[src/rtl/fetch_pkg.sv]
// Shared types and constants for the instruction fetch stage.
package fetch_pkg;

   localparam int unsigned INSTR_BYTES = 4;
   localparam int unsigned INSTR_W     = 32;
   localparam int unsigned PC_W_MAX    = 32;
   localparam int unsigned STAT_W      = 32;

   typedef struct packed {
      logic [PC_W_MAX-1:0] pc;
      logic [INSTR_W-1:0]  instr;
   } fetch_entry_t;

   typedef enum logic {
      BOOT = 1'b0,
      RUN  = 1'b1
   } fetch_state_t;

   // Saturating add for event counters.
   function automatic logic [STAT_W-1:0] sat_add(input logic [STAT_W-1:0] a,
                                                 input logic [STAT_W-1:0] b);
      logic [STAT_W:0] sum;
      sum = {1'b0, a} + {1'b0, b};
      return sum[STAT_W] ? {STAT_W{1'b1}} : sum[STAT_W-1:0];
   endfunction

endpackage

[src/rtl/fetch_fifo.sv]
// Circular buffer of fetch entries; flush beats push in the same cycle.
module fetch_fifo
   import fetch_pkg::*;
#(
   parameter int unsigned DEPTH = 4
) (
   input  logic                       clk,
   input  logic                       rst,
   input  logic                       push,
   input  fetch_entry_t               din,
   input  logic                       pop,
   input  logic                       flush,
   output fetch_entry_t               head_c,
   output logic [$clog2(DEPTH):0]     count
);

   localparam int unsigned PTR_W = $clog2(DEPTH);
   localparam int unsigned CNT_W = PTR_W + 1;

   fetch_entry_t     mem [DEPTH];
   logic [PTR_W-1:0] wr_ptr;
   logic [PTR_W-1:0] rd_ptr;

   always_ff @(posedge clk or negedge rst) begin
      if (!rst) begin
         wr_ptr <= '0;
         rd_ptr <= '0;
         count  <= '0;
         for (int i = 0; i < int'(DEPTH); i++) mem[i] <= '0;
      end else if (flush) begin
         wr_ptr <= '0;
         rd_ptr <= '0;
         count  <= '0;
      end else begin
         if (push) begin
            mem[wr_ptr] <= din;
            wr_ptr      <= wr_ptr + PTR_W'(1);
         end
         if (pop) rd_ptr <= rd_ptr + PTR_W'(1);
         count <= count + CNT_W'(push) - CNT_W'(pop);
      end
   end

   assign head_c = mem[rd_ptr];

endmodule

[src/rtl/fetch_unit.sv]
// Instruction fetch: PC, 1-cycle imem request, {pc,instr} FIFO toward decode.
// Optional FETCH_STATS_EN adds saturating fetched/flushed counters.
module fetch_unit
   import fetch_pkg::*;
#(
   parameter int unsigned            ADDR_WIDTH = 32,
   parameter int unsigned            DEPTH      = 4,
   parameter logic [ADDR_WIDTH-1:0]  RESET_PC   = '0
) (
   input  logic                  clk,
   input  logic                  rst,
   output logic                  imem_req,
   output logic [ADDR_WIDTH-1:0] imem_addr,
   input  logic [31:0]           imem_rdata,
   input  logic                  redirect_valid,
   input  logic [ADDR_WIDTH-1:0] redirect_pc,
   output logic                  out_valid,
   input  logic                  out_ready,
   output logic [31:0]           out_instr,
   output logic [ADDR_WIDTH-1:0] out_pc
`ifdef FETCH_STATS_EN
   ,
   output logic [31:0]           stat_fetched,
   output logic [31:0]           stat_flushed
`endif
);

   localparam int unsigned CNT_W = $clog2(DEPTH) + 1;
   localparam int unsigned SUM_W = CNT_W + 1;

   fetch_state_t          state_q, state_d;
   logic [ADDR_WIDTH-1:0] pc_q;
   logic [ADDR_WIDTH-1:0] tag_q;
   logic                  inflight_q;
   logic                  drop_q;
   fetch_entry_t          hold_q;
   fetch_entry_t          head_c;
   fetch_entry_t          head_sel_c;
   fetch_entry_t          push_entry_c;
   logic [CNT_W-1:0]      count;
   logic                  issue_c;
   logic                  push_c;
   logic                  pop_c;

   // Next state and issue decision; a same-cycle pop does not free a slot.
   always_comb begin
      state_d = state_q;
      issue_c = 1'b0;
      case (state_q)
         BOOT: state_d = RUN;
         RUN:  issue_c = !redirect_valid &&
                         ((SUM_W'(count) + SUM_W'(inflight_q)) < SUM_W'(DEPTH));
         default: state_d = BOOT;
      endcase
   end

   always_ff @(posedge clk or negedge rst) begin
      if (!rst) begin
         state_q    <= BOOT;
         pc_q       <= RESET_PC;
         tag_q      <= '0;
         inflight_q <= 1'b0;
         drop_q     <= 1'b0;
         hold_q     <= '0;
      end else begin
         state_q    <= state_d;
         inflight_q <= issue_c;
         drop_q     <= redirect_valid;
         if (issue_c) tag_q <= pc_q;
         if (redirect_valid)
            pc_q <= redirect_pc & ~ADDR_WIDTH'(3);
         else if (issue_c)
            pc_q <= pc_q + ADDR_WIDTH'(INSTR_BYTES);
         if (out_valid) hold_q <= head_c;
      end
   end

   assign push_c       = inflight_q && !drop_q;
   assign pop_c        = out_valid && out_ready;
   assign push_entry_c = '{pc: PC_W_MAX'(tag_q), instr: imem_rdata};

   fetch_fifo #(.DEPTH(DEPTH)) u_fifo (
      .clk    (clk),
      .rst    (rst),
      .push   (push_c),
      .din    (push_entry_c),
      .pop    (pop_c),
      .flush  (redirect_valid),
      .head_c (head_c),
      .count  (count)
   );

   // Empty FIFO keeps showing the last head seen by decode.
   assign out_valid  = (count != '0);
   assign head_sel_c = out_valid ? head_c : hold_q;
   assign out_instr  = head_sel_c.instr;
   assign out_pc     = ADDR_WIDTH'(head_sel_c.pc);
   assign imem_req   = issue_c;
   assign imem_addr  = pc_q;

`ifdef FETCH_STATS_EN
   logic [STAT_W-1:0] flush_cnt_c;

   // Discarded on redirect: buffered entries not popped this cycle plus the arriving response.
   assign flush_cnt_c = STAT_W'(count) - STAT_W'(pop_c) + STAT_W'(push_c);

   always_ff @(posedge clk or negedge rst) begin
      if (!rst) begin
         stat_fetched <= '0;
         stat_flushed <= '0;
      end else if (redirect_valid) begin
         stat_flushed <= sat_add(stat_flushed, flush_cnt_c);
      end else if (push_c) begin
         stat_fetched <= sat_add(stat_fetched, STAT_W'(1));
      end
   end
`endif

endmodule

[config.mk]
export PLATFORM = sky130hd
export DESIGN_NAME = fetch_unit
export DESIGN_NICKNAME = d
export VERILOG_FILES = /design/src/rtl/fetch_pkg.sv /design/src/rtl/fetch_fifo.sv /design/src/rtl/fetch_unit.sv
export SDC_FILE = /design/constraint.sdc
export NUM_CORES = 1
export LEC_CHECK = 0
export BUFFER_PORTS_ARGS = -buffer_cell sky130_fd_sc_hd__buf_4
export CAP_MARGIN = 20
export CORE_ASPECT_RATIO = 1.75
export CORE_MARGIN = 2
export CORE_UTILIZATION = 60
export CTS_BUF_LIST = sky130_fd_sc_hd__clkbuf_4 sky130_fd_sc_hd__clkbuf_8
export DETAILED_ROUTE_END_ITERATION = 6
export PLACE_DENSITY = 0.78
export SYNTH_ARGS = -nofsm -noshare
export SYNTH_HDL_FRONTEND = slang
export SYNTH_HIERARCHICAL = 1
export SYNTH_SLANG_ARGS = --single-unit
[constraint.sdc]
create_clock -name clk -period 3.1 [get_ports clk]
set_input_delay 0.155 -clock clk [delete_from_list [all_inputs] [get_ports clk]]
set_output_delay 0.155 -clock clk [all_outputs]
set_load 0.005 [all_outputs]
# [Word-level counts from Yosys, hierarchy flattened]
# Index checks and enable logic that the tools add are counted.
# W data, S select, Z words.
[op_classes] add_sub_neg=6 order_cmp=4 mux=15 n_bitwise=3 n_reduce_logical=11
[ops] cell="$bwmux W256" count=1
[ops] cell="$mux W64" count=4
[ops] cell="$bmux W64 S2" count=1
[ops] cell="$demux W64 S2" count=1
[ops] cell="$mux W32" count=2
[ops] cell="$add A32 B3 Y32 const B" count=1
[ops] cell="$mux W2" count=4
[ops] cell="$ge A3 B3 Y1 const B" count=2
[ops] cell="$not A2 Y3" count=2
[ops] cell="$reduce_bool A2 Y1" count=3
[ops] cell="$add A2 B1 Y2 const B" count=2
[ops] cell="$add A3 B1 Y4" count=1
[ops] cell="$logic_and A1 B1 Y1" count=4
[ops] cell="$lt A4 B3 Y1 const B" count=1
[ops] cell="$add A3 B1 Y3" count=1
[ops] cell="$lt A3 B1 Y1 const B" count=1
[ops] cell="$mux W3" count=1
[ops] cell="$reduce_bool A3 Y1" count=1
[ops] cell="$sub A3 B1 Y3" count=1
[ops] cell="$logic_not A1 Y1" count=2
[ops] cell="$reduce_and A2 Y1" count=1
[ops] cell="$mux W1" count=1
[ops] cell="$not A1 Y1" count=1
[word_totals] ff_bits=394 in_bits=68 out_inout_bits=98 wordCells=57

# [Depth between registers and ports, before layout]
# Gate-level depths: netlist (run 1).
[logic_depth] word_depth=6 depth_mapped=12 depth_no_buf=10

# [By module]
# Netlist (run 1), hierarchy kept.
[modules_own_cells] mod="fetch_fifo" n_inst=1 cells_per_inst=657 area_per_inst_um2=12339.3 seq_area_each_um2=6581.3
[modules_own_cells] mod="fetch_unit" n_inst=1 cells_per_inst=483 area_per_inst_um2=5387.7 seq_area_each_um2=3178.0

# [Least setup slack after synthesis (run 1)]
# No wires, ideal clock.
[synth_timing] path_kind="register to register" from="register u_fifo.count[1]" to="register u_fifo.count[2]" setup_ns=0.116 t_arrival_ns=2.508 required_time_ns=2.984 setup_slack_ns=0.477 path_stages_with_launch=13 n_path_buf=2 synth_period_minus_slack_ns=2.623 cell_sequence="dfrtp_1 > nor3_1 > clkbuf_1 > buf_2 > inv_1 > and2_1 > ha_1 > inv_1 > ha_1 > inv_1 > fa_1 > xnor3_1 > nor2_1"
[synth_via] elab_chain_len=4 word_cells_on_any_way=5 classes_between="add/sub (2); mux (1); reduce/logical (2)"
[synth_lines] element="start: declaration" line_no="fetch_fifo.sv:14" text="output logic [$clog2(DEPTH):0] count"
[synth_lines] element="start signal: assignment" line_no="fetch_fifo.sv:40" text="count <= count + CNT_W'(push) - CNT_W'(pop);"
[synth_lines] element="$reduce_bool A3 Y1" line_no="fetch_unit.sv:94" text="assign out_valid = (count != '0);"
[synth_lines] element="via out_valid" line_no="fetch_unit.sv:17" text="output logic out_valid,"
[synth_lines] element="$logic_and A1 B1 Y1" line_no="fetch_unit.sv:79" text="assign pop_c = out_valid && out_ready;"
[synth_lines] element="via pop_c" line_no="fetch_unit.sv:43" text="logic pop_c;"
[synth_lines] element="$sub A3 B1 Y3" line_no="fetch_fifo.sv:40"
[synth_lines] element="$mux W3" line_no="fetch_fifo.sv:30" text="end else if (flush) begin"
# The timed path passes the listed nets, and every way through them passes these cells.
# A chain may end at the register's enable or synchronous reset.

# [Worst setup path in the final report (run 1)]
[layout_timing] from="register u_fifo.count[1]" to="output out_instr[3]"
[layout_via] elab_chain_len=2
[layout_lines] element="$reduce_bool A3 Y1" line_no="fetch_unit.sv:94"
[layout_lines] element="$mux W64"
[layout_lines] element="end: declaration" line_no="fetch_unit.sv:19" text="output logic [31:0] out_instr,"
# No other way between the ends.

==> summary.md, run 1 <==
| Metric | Value |
|---|---|
| CP Launch Type | `register` |
| Wire length per cell | `20.20 µm` |
| # nets final | `1463` |
| Worst-case clock buffer depth | `3` |
| CP cell instances | `nor3_2, buf_4, mux2_2, buf_4` |
| Crit path max fanout | `64` |
| Worst hold path class | `in -> async` |
| CP max stage delay | `840 ps` |
| Tcrit/Tclk final | `0.9186` |
| CTS buffer count | `54` |
| Distinct cells, synth | `49` |
| CTS sink cnt | `390` |
| DIE AREA | `30990 µm²` |
| Most frequent cells in the layout | `dfrtp_1 (388), mux2_4 (180), buf_4 (176)` |
| Post-route minimum period | `2848 ps` |
| Unrepaired setup endpoints after global routing | `false` |
| Skew-Pair Late Insertion Delay | `600 ps` |
| Avg Cell Area, Syn | `15.55 µm²` |
| Seq/Total Area, Yosys | `0.5505` |
| Layout cells sized above 1 | `0.4775` |
| GPL Wtd Cong | `0.7915` |
| Worst-path clk slew | `70 ps` |
| Root Driver | `clkbuf_8` |
| Fin. Hold Viols | `0` |
| EDFF count, synth | `0` |
| DRT Pass-1 Iters | `6` |
| Fin Setup TNS | `0 ps` |
| Drt drc | `0` |
| CTS resizes | `0` |
| Min Hold Slack | `113.9 ps` |
| R2R Setup Slk | `690 ps` |
| Cells after DPL | `1647` |
| Setup-failing EPs final | `0` |
| Pwr/cell area | `775.9 nW/µm²` |
| Worst r2r src | `inflight_q$_DFF_PN0_` |
| Crit. End Element | `output port` |
| Die Ht | `231.4 µm` |
| Relative slew margins | `0.3051` |
| Avg Vias per Cell | `5.669` |
| Synthesized flop and latch total | `390` |
| Largest net degree at the start of global routing | `94` |
| Initial antenna violation count | `1` |
| Non-Filler Instances | `1807` |
| Routed Antenna Nets | `0` |
| Max Clk Rate | `0.3512 GHz` |
| Util after Layout | `0.7194` |
| Core region area | `29180 µm²` |
| Final Max Tran Viols | `0` |
| Pre-CTS setup slack | `702.7 ps` |
| Final wirelength | `36.50 mm` |
| Drt first-iter violations | `524` |
| Area Overhead vs Synth | `18.43%` |
| CTS H-Tree Depth | `2` |
| Vias in the first global route | `11220` |
| Ys async rst share | `1.000` |
| Synth warn | `6` |
| Most used DFF post-synth | `dfrtp_1` |
| Total track usage | `0.2440` |
| Leak | `10.62 nW` |
| # port buffers | `161` |
| R2R depth | `4` |
| Initial core utilization | `0.6075` |
| Cell Rows | `83` |
| Peak supply drop | `0.5048 mV` |
| Most common cell after layout, fill and taps aside | `dfrtp_1` |
| Top cell by count, worst path | `buf_4` |
| Worst Skew | `36.68 ps` |
| Worst Slack Setup Final | `252.4 ps` |
| First-pass GRT wire length | `59.97 mm` |
| Via count | `10240` |
| Ports | `166` |
| Grt total ovfl | `0` |
| HPWL Detailed | `21.84 mm` |
| Worst path top cell family by delay | `buffers and inverters` |
| Die X | `133.9 µm` |
| Worst Tran Pin Value | `1042 ps` |
| Buffers & Inverters on Critical Path | `2` |
| Status | `finished clean` |
| Reg2Reg Capture Point | `u_fifo/mem[89]$_DFFE_PN0P_` |
| Critical path class | `reg -> out` |
| Highest-delay cell along the critical path | `buf_4` |
| CTS tree | `built` |
| Post-Synthesis Cells | `1140` |
| Max-capacitance violation count | `0` |
| Cell area after synthesis | `17730 µm²` |
| Fill cells | `1902` |
| Crit path depth | `4` |
| Req. time, crit path | `2940 ps` |
| Arr. time, crit path | `2690 ps` |
==> stage by stage <==
step / cell area, µm² / power (mW)
4_1_cts: 20990 / 16.47
6_report: 20990 / 16.29
3_3_place_gp: 19210 / 12.06
3_5_place_dp: 19210 / 12.26
2_1_floorplan: 17760 / 10.23
5_1_grt: 20990 / 17.16
==> synth_stat cells, types with 4 or more instances <==
cell type	count	share of area
buf_6	30	0.019
ha_1	7	0.0049
o211ai_1	7	0.0030
a221o_1	4	0.0023
nand4_1	8	0.0028
buf_4	6	0.0025
clkbuf_1	15	0.0032
mux2_2	140	0.089
inv_1	11	0.0023
mux2_4	180	0.15
mux4_2	64	0.081
o311ai_0	8	0.0040
o21ai_0	27	0.0076
nand2_1	121	0.026
dfrtp_1	390	0.55
nand3_1	16	0.0045
or3_1	6	0.0021
nand3b_1	4	0.0017
nor2_1	20	0.0042
nor2b_1	12	0.0042
a21oi_1	4	0.0011
buf_2	14	0.0040
==> cells by family (layout without fill, tap and decap cells) <==
family / Yosys count / count (layout) / share of synthesized area
AO/OA/AOI/OAI: 60 / 60 / 0.02223
adder cells (fa/ha/maj): 8 / 8 / 0.006070
AND/OR/NAND/NOR: 208 / 208 / 0.05851
multiplexers: 385 / 385 / 0.3233
flip-flops: 390 / 390 / 0.5505
buffers and inverters: 82 / 357 / 0.03571
XOR/XNOR: 5 / 5 / 0.003247
other: 2 / 12 / 0.0004236
==> where the power goes <==
| group | switching [mW] | internal, mW |
|---|---|---|
| clock | 1.87 | 2.20 |
| sequential | 0.747 | 6.22 |
| combinational | 2.04 | 3.21 |
==> sequential cells by signal, summed over array words and instances (netlist names) <==
signal	flops
tag_q	30
u_fifo/mem	256
drop_q	1
u_fifo/wr_ptr	2
state_q	1
inflight_q	1
u_fifo/count	3
hold_q	64
u_fifo/rd_ptr	2
imem_addr	30
==> how the worst max path moves through the flow <==
stage                     slack, ps                 startpoint                           to
final                           250  u_fifo/count[1]$_DFF_PN0_                 out_instr[3]
after global routing             80  u_fifo/count[1]$_DFF_PN0_                 out_instr[3]
after CTS                       180  u_fifo/count[1]$_DFF_PN0_                    out_pc[0]
after detailed placement        700           drop_q$_DFF_PN0_  u_fifo/mem[221]$_DFFE_PN0P_
after global placement          730       inflight_q$_DFF_PN0_  u_fifo/mem[251]$_DFFE_PN0P_
after floorplan                 480  u_fifo/count[1]$_DFF_PN0_    u_fifo/count[2]$_DFF_PN0_
==> cell type report <==
type,instances,area [µm²],share of cell area
flip-flops and latches,390,9767,0.4652
clock inverters,6,36.28,0.001728
diodes,1,2.502,0.0001192
repair buffers,253,2197,0.1047
inverters,11,41.29,0.001967
multi-input cells,677,7387,0.3519
well taps,382,478.0,0.02277
clock buffers,87,1085,0.05167
==> layer usage <==
metal  GRT usage  share of wire  routed length, µm
met5           0              0                  0
met4     0.07613          0.024                862
met3     0.03609          0.037               1333
met2      0.4231           0.52              19070
met1      0.3185           0.42              15240
==> timing repair <==
action / 4_1_cts / 5_1_grt
hold endpoints to repair: 230 / 0
setup buffers: 0 / 0
hold buffers: 66 / 0
(Power assumes the default switching activity.)
==> run 2: changes to the inputs <==
Settings changed: CORE_UTILIZATION 60 to 55, PLACE_DENSITY 0.78 to 0.72.
==> summary.md, run 2 (synthesis results as in run 1) <==
| Metric | Value |
|---|---|
| Req. time, crit path | `2940 ps (about the same)` |
| Skew-Pair Late Insertion Delay | `600 ps (about the same)` |
| Util after Layout | `0.6578 (-0.06167)` |
| # nets final | `1462 (-0.068%)` |
| Max FFs per register | `256 (unchanged)` |
| Via count | `10230 (-0.13%)` |
| Worst-case clock buffer depth | `3 (unchanged)` |
| Ports | `166 (unchanged)` |
| Max-capacitance violation count | `0 (unchanged)` |
| Layout cells sized above 1 | `0.4786 (+0.001068)` |
| Initial antenna violation count | `1 (unchanged)` |
| Drt first-iter violations | `475 (-9.4%)` |
| Met3 Usage GRT | `0.02945 (-0.006637)` |
| Die X | `139.7 µm (+4.3%)` |
| GPL Wtd Cong | `0.7901 (-0.18%)` |
| Top flop regs | `u_fifo/mem x256, hold_q x64` |
| First-pass GRT wire length | `59.35 mm (-1.0%)` |
| Crit. End Element | `output port` |
| Total track usage | `0.2188 (-0.02523)` |
| Die Ht | `241.5 µm (+4.4%)` |
| DIE AREA | `33740 µm² (+8.9%)` |
| Peak supply drop | `0.5617 mV (+11%)` |
| Pwr/cell area | `782.7 nW/µm² (+0.88%)` |
| Routed Antenna Nets | `0 (unchanged)` |
| Avg Vias per Cell | `5.602 (-1.2%)` |
| Worst hold path class | `in -> async` |
| Fill cells | `2376 (+25%)` |
| Most common cell after layout, fill and taps aside | `dfrtp_1` |
| Most frequent cells in the layout | `dfrtp_1 (388), mux2_4 (180), buf_4 (177)` |
| Fin. Hold Viols | `0 (unchanged)` |
| Global routing met1 resource utilization | `0.2864 (-0.03204)` |
| R2R depth | `6 (+2)` |
| CP Capture Point | `out_instr[4]` |
| Drt drc | `0 (unchanged)` |
| Root Driver | `clkbuf_8` |
| Largest net degree at the start of global routing | `109 (+16%)` |
| DRT Pass-1 Iters | `4 (-2)` |
| Worst Tran Pin Value | `1030 ps (-12.55 ps)` |
| Max Clk Rate | `0.3519 GHz (+0.21%)` |
| Grt total ovfl | `0 (unchanged)` |
| Reg2Reg Capture Point | `imem_addr[28]$_DFFE_PN0P_` |
| Wire length per cell | `19.89 µm (-1.6%)` |
| Area Overhead vs Synth | `18.75%` |
| Met2 Resource Use GR | `0.3792 (-0.04392)` |
| Min Hold Slack | `78.24 ps (-35.68 ps)` |
| Tcrit/Tclk final | `0.9166 (-0.001952)` |
| Final Max Tran Viols | `0 (unchanged)` |
| Setup-failing EPs final | `0 (unchanged)` |
| Leak | `10.64 nW (+0.15%)` |
| Status | `finished clean` |
| Arr. time, crit path | `2690 ps (about the same)` |
| CTS sink cnt | `390 (unchanged)` |
| # port buffers | `161 (unchanged)` |
| Final wirelength | `36.32 mm (-0.52%)` |
| CTS H-Tree Depth | `2 (unchanged)` |
| CP Launch Point | `u_fifo/count[1]$_DFF_PN0_` |
| Fin Setup TNS | `0 ps (unchanged)` |
| CTS buffer count | `55 (+1.9%)` |
| Worst-path clk slew | `70 ps (about the same)` |
| Core region area | `32000 µm² (+9.7%)` |
| Power Total | `16.48 mW (+1.1%)` |
| Worst Skew | `12.65 ps (-24.04 ps)` |
| Post-route minimum period | `2842 ps (-6.050 ps)` |
| Hold_buf cts | `65 (-1.5%)` |
| Busiest grt layer | `met2` |
| HPWL Detailed | `21.95 mm (+0.51%)` |
| Largest Register | `u_fifo/mem` |
| Cell Rows | `87 (+4.8%)` |
| CTS resizes | `0 (unchanged)` |
| Initial core utilization | `0.5539 (-0.05356)` |
| Crit path max fanout | `64 (unchanged)` |
| Vias in the first global route | `11000 (-2.0%)` |
| Worst r2r src | `imem_addr[2]$_DFFE_PN0P_` |
| CP Launch Type | `register` |
| Relative slew margins | `0.3135 (+0.008369)` |
| Post-CTS setup buffers | `0 (unchanged)` |
| CTS tree | `built` |
| Unrepaired setup endpoints after global routing | `false` |
| R2R Setup Slk | `860 ps (+170 ps)` |
| Critical path class | `reg -> out` |
==> run 2: routing by layer <==
layer  vias up  part of all wire
li1       4580                 -
met1      5329              0.42
met2       240              0.52
met3        81             0.035
met4         0             0.028
met5         -                 0
==> run 2: worst min path at each step <==
stage	endpoint	depth (start not counted)
global placement	hold_q[42]$_DFF_PN0_	1
CTS	hold_q[42]$_DFF_PN0_	2
finish	hold_q[42]$_DFF_PN0_	2
detailed placement	hold_q[42]$_DFF_PN0_	1
global route	hold_q[39]$_DFF_PN0_	2
floorplan	drop_q$_DFF_PN0_	0
==> run 2: final cells by class <==
| class | count | area (µm²) | share of cell area |
|---|---|---|---|
| multi-input combinational | 677 | 7387 | 0.3509 |
| sequential | 390 | 9767 | 0.4640 |
| clock buffer | 89 | 1137 | 0.05403 |
| antenna | 1 | 2.502 | 0.0001189 |
| inverter | 11 | 41.29 | 0.001961 |
| tap | 400 | 500.5 | 0.02378 |
| timing repair buffer | 251 | 2155 | 0.1024 |
| clock inverter | 7 | 60.06 | 0.002853 |
==> run 2: critical path, cell delays in order (launching register included) <==
cell and delay, ps:
dfrtp_1 440, nor3_2 190, buf_4 830, mux2_2 470, buf_4 150
==> run 2: power breakdown <==
| part | leakage (nW) | internal, mW | total (mW) | switching, mW |
|---|---|---|---|---|
| sequential | 5.14 | 6.22 | 6.98 | 0.755 |
| combinational | 4.86 | 3.23 | 5.22 | 2.00 |
| clock | 0.641 | 2.39 | 4.28 | 1.89 |
| total | 10.6 | 11.8 | 16.5 | 4.64 |
==> run 2: through the flow <==
step / area (µm²) / cells / worst slack, ps
after global routing: 21050 / 1826 / 118.9
after detailed placement: 19200 / 1664 / 850.9
after global placement: 19200 / 1664 / 854.2
after floorplan: 17760 / 1149 / 476.6
final: 21050 / 1826 / 258.5
after CTS: 21050 / 1825 / 167.5
